File: src/rtl/program_loader.sv
// Streams a counted, checksummed byte image into instruction memory and holds the core in reset until it verifies.
// Write latency: one cycle after the B0 byte is accepted. Accepts one byte per cycle, with one WRITE bubble per word.
module program_loader #(
  parameter logic [11:0] BASE_ADDR = 12'h000
) (
  input  logic        clk,
  input  logic        rst,
  input  logic        start,
  input  logic        byte_valid,
  input  logic [7:0]  byte_data,
  output logic        byte_ready,
  output logic        im_we,
  output logic [11:0] im_addr,
  output logic [18:0] im_wdata,
  output logic        cpu_hold,
  output logic        done,
  output logic        err
);

  typedef enum logic [3:0] {
    S_IDLE, S_CNT_HI, S_CNT_LO, S_B2, S_B1, S_B0, S_WRITE, S_CHK, S_DONE, S_ERR
  } state_t;

  state_t      state, state_nxt;
  logic [3:0]  cnt_hi;
  logic [11:0] count;
  logic [11:0] index;
  logic [11:0] index_nxt;
  logic [7:0]  chk;
  logic [2:0]  b2;
  logic [7:0]  b1;
  logic        xfer;

  assign byte_ready = (state == S_CNT_HI) || (state == S_CNT_LO) || (state == S_B2) ||
                      (state == S_B1) || (state == S_B0) || (state == S_CHK);
  assign im_we      = (state == S_WRITE);
  assign cpu_hold   = (state != S_DONE);
  assign done       = (state == S_DONE);
  assign err        = (state == S_ERR);
  assign xfer       = byte_valid && byte_ready;
  assign index_nxt  = index + 12'd1;

  always_ff @(posedge clk or negedge rst) begin
    if (!rst) state <= S_IDLE;
    else      state <= state_nxt;
  end

  always_comb begin
    state_nxt = state;
    case (state)
      S_IDLE, S_DONE, S_ERR: if (start) state_nxt = S_CNT_HI;
      S_CNT_HI: if (xfer) state_nxt = (byte_data[7:4] != 4'd0) ? S_ERR : S_CNT_LO;
      S_CNT_LO: if (xfer) state_nxt = ({cnt_hi, byte_data} == 12'd0) ? S_CHK : S_B2;
      S_B2:     if (xfer) state_nxt = (byte_data[7:3] != 5'd0) ? S_ERR : S_B1;
      S_B1:     if (xfer) state_nxt = S_B0;
      S_B0:     if (xfer) state_nxt = S_WRITE;
      S_WRITE:  state_nxt = (index_nxt == count) ? S_CHK : S_B2;
      S_CHK:    if (xfer) state_nxt = (byte_data == chk) ? S_DONE : S_ERR;
      default:  state_nxt = S_IDLE;
    endcase
  end

  // Address and word are captured with the B0 byte so they are stable throughout WRITE and hold afterwards.
  always_ff @(posedge clk or negedge rst) begin
    if (!rst) begin
      cnt_hi   <= 4'd0;
      count    <= 12'd0;
      index    <= 12'd0;
      chk      <= 8'd0;
      b2       <= 3'd0;
      b1       <= 8'd0;
      im_addr  <= 12'd0;
      im_wdata <= 19'd0;
    end else begin
      case (state)
        S_IDLE, S_DONE, S_ERR: begin
          if (start) begin
            index <= 12'd0;
            chk   <= 8'd0;
          end
        end
        S_CNT_HI: if (xfer) cnt_hi <= byte_data[3:0];
        S_CNT_LO: if (xfer) count <= {cnt_hi, byte_data};
        S_B2: begin
          if (xfer) begin
            b2  <= byte_data[2:0];
            chk <= chk ^ byte_data;
          end
        end
        S_B1: begin
          if (xfer) begin
            b1  <= byte_data;
            chk <= chk ^ byte_data;
          end
        end
        S_B0: begin
          if (xfer) begin
            im_addr  <= BASE_ADDR + index;
            im_wdata <= {b2, b1, byte_data};
            chk      <= chk ^ byte_data;
          end
        end
        S_WRITE: index <= index_nxt;
        default: ;
      endcase
    end
  end

endmodule
File: config.mk
export PLATFORM = sky130hd
export DESIGN_NAME = program_loader
export DESIGN_NICKNAME = d
export VERILOG_FILES = /design/src/rtl/program_loader.sv
export SDC_FILE = /design/constraint.sdc
export NUM_CORES = 1
export LEC_CHECK = 0
export ABC_AREA = 1
export BUFFER_PORTS_ARGS = -buffer_cell sky130_fd_sc_hd__buf_2
export CAP_MARGIN = 20
export CORE_UTILIZATION = 58
export CTS_CLUSTER_DIAMETER = 200
export CTS_CLUSTER_SIZE = 16
export DETAILED_ROUTE_END_ITERATION = 10
export PLACE_DENSITY = 0.8
export SETUP_SLACK_MARGIN = 0.3
export SLEW_MARGIN = 25
export SYNTH_ARGS = -nofsm -noshare
export SYNTH_HDL_FRONTEND = slang
export SYNTH_SLANG_ARGS = --single-unit
File: constraint.sdc
create_clock -name clk -period 1.7 [get_ports clk]
set_input_delay 0.17 -clock clk [delete_from_list [all_inputs] [get_ports clk]]
set_output_delay 0.17 -clock clk [all_outputs]
set_load 0.01 [all_outputs]
**Word-level counts from Yosys, hierarchy flattened**

Index checks and enable logic that the tools add are counted.

- Logic and storage cells: 71
- Bits in registers: 82
- Input bits: 12
- Output and inout port bits: 36

- Add/subtract/negate cells: 1
- Muxes and demuxes: 18
- Reductions and logical operators: 22
- Bitwise logic cells: 1
- Equality and inequality tests: 20

Operator list:

| cell | number |
|---|---|
| 2-to-1 mux 4 bit | 9 |
| case mux 4 bit (8 select lines) | 1 |
| case mux 12 bit (2 select lines) | 1 |
| equality test 4 x 3 -> 1 bit (second input constant) | 4 |
| 2-to-1 mux 8 bit | 2 |
| case mux 8 bit (2 select lines) | 1 |
| != test 2 bit (second input constant) | 7 |
| adder 12 x 1 -> 12 bit (second input constant) | 1 |
| equality test 12 bit | 1 |
| logical NOT 12 bit | 1 |
| 2-to-1 mux 12 bit | 1 |
| AND reduction 2 bit | 6 |
| equality test 4 x 2 -> 1 bit (second input constant) | 2 |
| equality test 4 bit (second input constant) | 2 |
| equality test 8 bit | 1 |
| bitwise XOR 8 bit | 1 |
| AND reduction 7 bit | 1 |
| 2-to-1 mux 3 bit | 2 |
| OR reduction 3 bit | 2 |
| logical OR 1 bit | 5 |
| nonzero test 5 bit | 1 |
| equality test 4 x 1 -> 1 bit (second input constant) | 1 |
| logical NOT 4 bit | 1 |
| != test 4 bit (second input constant) | 1 |
| 6 further kinds | 7 |

**Logic depth before layout (Yosys ltp)**

- Depth after elaboration: 9
- Mapped depth: 15
- Mapped depth without buffers: 15

**Worst setup path after synthesis**

OpenSTA, ideal clock, no wires.

- Path type: register to register
- From: reg state[3]
- To: reg count[5]
- Data arrival time: 1.403 ns
- Library setup time: 0.122 ns
- Clock period less this slack: 1.525 ns
- Cell stages (with the launch flop): 10
- Required time: 1.578 ns
- Buffers on the path: 1
- Slack: 0.175 ns
- Cells stage by stage: dfrtp_1 inv_1 nand2_2 o21ai_2 nand2_1 inv_2 nand2_1 buf_2 nand2_1 o21ai_1

- Cells in the longest elaborated chain, start to end: 8
- Elaborated cells on any way between the ends: 13
- Those cells by class: eq/ne: 6; reduce/logical: 7

RTL lines:

| element | line | source |
|---|---|---|
| from (decl) | 24 | `state_t state, state_nxt;` |
| from (signal assigned) | 45 | `else state <= state_nxt;` |
| equality test 4 x 1 -> 1 bit / equality test 4 x 2 -> 1 bit (equally long branches) | 34 | `assign byte_ready = (state == S_CNT_HI) \|\| (state == S_CNT_LO) \|\| (state == S_B2) \|\|` |
| logical OR 1 bit (3 in a row) | 34 |  |
| logical OR 1 bit | 35 | `(state == S_B1) \|\| (state == S_B0) \|\| (state == S_CHK);` |
| logical OR 1 bit (*) | 35 |  |
| named net byte_ready | 11 | `output logic byte_ready,` |
| logical AND 1 bit (*) | 40 | `assign xfer = byte_valid && byte_ready;` |
| AND reduction 2 bit (no source line) (*) | - |  |
| to (signal assigned) | 83 | `S_CNT_LO: if (xfer) count <= {cnt_hi, byte_data};` |
| to (decl) | 26 | `logic [11:0] count;` |

The timed path passes the listed nets; every way through them passes the cells marked *.
A chain may end at the register's enable or synchronous reset.

**Worst setup path after layout**

- From: reg index[0]
- To: reg state[2]

- Cells in the longest elaborated chain, start to end: 4

RTL lines:

| element | line | source |
|---|---|---|
| from (decl) | 27 | `logic [11:0] index;` |
| from (signal assigned) | 103 | `S_WRITE: index <= index_nxt;` |
| adder 12 x 1 -> 12 bit | 41 | `assign index_nxt = index + 12'd1;` |
| equality test 12 bit | 57 | `S_WRITE: state_nxt = (index_nxt == count) ? S_CHK : S_B2;` |
| 2-to-1 mux 3 bit | 57 |  |
| case mux 4 bit (8 select lines) | 50 | `case (state)` |

Every way passes these cells.

==> reports/metrics.sh <==
FINAL_CELL_MIX='76 x dfrtp_1, 74 x nand2_1, 44 x buf_2'
TIMING.CRITICAL_PATH.TO_TYPE='register'
LARGEST_STAGE_DELAY_WORST_PATH_NS=0.45
SYN-MEAN-INSTANCE-AREA_UM2=8.45
CLOCK_INSERTION_DELAY_WORST_SKEW_NS=0.38
WORST_HOLD_STARTPOINT='byte_data[3]'
WHS_NS=0.105
TIMING.MAX_SLEW.REL_SLACK_PCT=71.2
YS_WARN_COUNT=0
SYNTH_FF_TYPE='dfrtp_1'
POST-ROUTE-CELL-AREA_MM2=0.00585
REPORT.FINAL.SETUP_VIOL=35
WORST_SETUP_HOLD_PATH_CLK_SLEW_NS=0.10
POWERDENSITY_mW_PER_MM2=1400
NON_FILLER_INSTANCES=644
PATH_DELAY_FAMILY='simple AND/OR/NAND/NOR gates'
POSTSYNTHCELLCOUNT=460
GRT_UTIL_ALL_LAYERS_PCT=30.2
FINAL_NET_COUNT=575
AVGROUTEDWIREPERCELL_UM=23.0
CP_NUM_BUF_INV=0
FINALCRITICALPERIOD_NS=1.95
STATUS='finished with violations'
DRIVE_GT1_SHARE_PCT=47.4
WORSTPATHARRIVAL_NS=2.27
DRV_SLEW=0
REMAINING_DRC_ERRORS=8
BOUNDARYPINS=48
WORST-ENDPOINT-REQUIRED_NS=2.02
DR.FIRST_ITER.DRC_COUNT=400
SYNTH_SEQUENTIAL_AREA_RATIO_PCT=52.8
CRIT_TYPE='register to register'
POWER.LEAKAGE_nW=2.81
GRT_SETUP_UNREPAIRED='true'
CP_CELL_SEQUENCE='nand3_2 -> nor2_1 -> nand2_1 -> nand2_1 -> nand2_1 -> nand2_1 -> nand2_1 -> nor2_1 -> nand3_1 -> nand2_1 -> nand2_1 -> nand2_1'
GLOBALPLACE.CONGESTION=0.908
DIE_AREA_MM2=0.00703
DETAIL_ROUTE.VIAS_PER_CELL=6.47
FP.DIEH_UM=83.9
DRT_WL_TOTAL_MM=14.8
SYNTH_NETS=473
ORIGIN_OF_THE_WORST_SETUP_PATH='index[0]$_DFFE_PN0P_'
TIGHTESTPINTRANSITION_NS=0.428
TIMING.HOLD.WORST.CLASS='primary input to register'
CTS_TREE='yes'
VIA_COUNT=4169
CRIT_PATH_START_KIND='register'
CLOCK_TREE.ROOT_CELL='clkbuf_8'
MAXCAPVIOLATIONS=0
GLOBAL_ROUTE.OVERFLOW_TOTAL=0
POWER.IR.VDD_WORST_mV=1.07
PLACED_CELL_AREA_MM2=0.00433
DIE_WIDTH_UM=83.9
SYNTHDISTINCTLIBCELLS=37
HOLD_VIOL_FINAL=0
SYNTH-EDFF-COUNT=0
PLACEMENT_ROWS=29
YS_FF_LATCH=82
LAYOUT_COMMONEST_CELL='dfrtp_1'
TRITONCTS.NUM_BUFFERS=9
CLKSINKCOUNT=82
CTSLONGESTPATHBUFFERS=2
ANT_NETS=0
AREA_DELTA_SYNTH_FINAL_PCT=50.4
WORST_SLACK_NS=-0.253
GRT_ANTENNA_BEFORE_REPAIR=0
GRT_START_MAX_NET_PINS=54
FMAXACHIEVABLE_MHz=512
GLOBAL_ROUTE_WIRE_LENGTH_BEFORE_REPAIR_MM=16.4
DRT_PASS_1_ITERS=8
PLACE.DETAILED.INSTANCES=581
N_ANTENNA_CELL=0
CRITICAL_PATH.MAX_FANOUT=5
FLOORPLAN.INITIALDENSITY_PCT=60.5
CRITICAL-PATH-SLOWEST-CELL='dfrtp_2'
IO_BUFFER_COUNT=47
CLOCK_SKEW_NS=0.0136
WORST_PATH_MOST_REPEATED_CELL='nand2_1'
SUM_OF_NET_HALF_PERIMETERS_AFTER_DETAILED_PLACEMENT_MM=6.04
FILLERS=231
DESIGN.CORE.AREA_MM2=0.00642
POST-ROUTE-PERIOD-UTIL_PCT=115
SYNTH-ASYNC-RESET-RATIO_PCT=100
TIMING.RR.START='index[0]$_DFFE_PN0P_'
MAPPEDNETLISTAREA_MM2=0.00389
FIRST_GLOBAL_VIAS=3442
VIOLATED_CHECKS='design-rule violations, negative setup slack'
NUMBER_OF_LEVELS_THE_H_TREE_WAS_SPLIT_INTO=3
FINAL_UTIL_PCT=91.0
==> metrics by stage <==
stage | setup TNS (ns) | setup WS, ns | total power [mW]
6_report | -1.21 | -0.253 | 8.19
5_1_grt | -1.81 | -0.276 | 8.49
4_1_cts | 0 | 0.0963 | 6.62
3_3_place_gp | -0.0180 | -0.0154 | 4.88
2_1_floorplan | 0 | 0.208 | 4.17
3_5_place_dp | -0.166 | -0.0268 | 4.95
==> state kept, by name, indices dropped and copies added, names as in the netlist <==
| register | flops |
|---|---|
| im_wdata | 19 |
| count | 12 |
| im_addr | 12 |
| index | 12 |
| b1 | 8 |
| chk | 8 |
| cnt_hi | 4 |
| state | 4 |
| b2 | 3 |
==> worst min-delay path, stage by stage <==
cell     delay (ns)
buf_2          0.13
nand2_1        0.07
o21ai_1        0.06
==> metal layers <==
metal	GRT usage, %	wire [µm]	up-vias
met2	50.3	7130	348
met3	5.84	1250	119
met4	14.7	1070	0
met1	37.9	5340	1995
met5	0	0	-
li1	-	-	1707
==> cell usage after synthesis (2+ instances only) <==
cell type	count	area share (%)
buf_2	4	0.51
o31ai_1	2	0.39
nor3_1	5	0.64
nand4_1	3	0.48
nor2_1	20	1.9
inv_2	9	0.87
a21oi_1	4	0.51
dfrtp_1	82	53
o21ai_1	18	2.3
o22ai_1	5	0.80
clkbuf_1	6	0.58
xnor2_1	3	0.68
inv_1	42	4.1
mux2_1	10	2.9
o21ai_0	49	6.3
nand2_2	3	0.48
nand2_1	130	13
nor2_2	5	0.80
nand3_1	34	4.4
nand3b_1	3	0.58
xor2_1	7	1.6
==> repair_timing <==
action	4_1_cts	5_1_grt
pin swaps	12	25
endpoints found under the hold margin	29	0
hold buffers	1	0
cloned	2	10
gates resized for setup	42	205
setup buffers	18	16
endpoints found under the setup margin	59	80
==> where the power goes <==
group	switching [mW]	internal, mW	leakage, nW
sequential	0.580	2.52	1.10
combinational	2.03	1.64	1.62
clock	0.834	0.587	0.0859
total	3.44	4.75	2.81
==> final cells by class <==
class / instances / area (µm²) / area share (%)
Clock inverter: 6 / 48.8 / 0.835
Clock buffer: 10 / 138 / 2.35
Sequential cell: 82 / 2060 / 35.2
Tap cell: 77 / 96.3 / 1.65
Inverter: 52 / 230 / 3.94
Timing Repair Buffer: 99 / 925 / 15.8
Multi-Input combinational cell: 318 / 2350 / 40.2
==> cells by family after synthesis <==
kind of cell               after synthesis  synth area share [%]
and+or+nand+nor                        209                  23.3
AOI/OAI and AO/OA                       84                  11.7
DFF                                     82                  52.8
buffers and inverters                   63                  6.40
muxes                                   11                  3.19
xor gates and xnor gates                10                  2.25
adders and majority gates                1                 0.322
==> path summary, 6_finish.rpt <==
path / slack (ns) / end / cells past startpoint
max: -0.25 / state[2]$_DFFE_PN0P_ / 12
min: 0.11 / cnt_hi[3]$_DFFE_PN0P_ / 3
max reg2reg: -0.25 / state[2]$_DFFE_PN0P_ / 12
min reg2reg: 0.51 / im_addr[9]$_DFFE_PN0P_ / 2
max in group asynchronous: 0.79 / state[0]$_DFFE_PN0P_ / 3
min in group asynchronous: 0.25 / index[3]$_DFFE_PN0P_ / 2
Note: power is estimated with default switching activity, not from simulation.
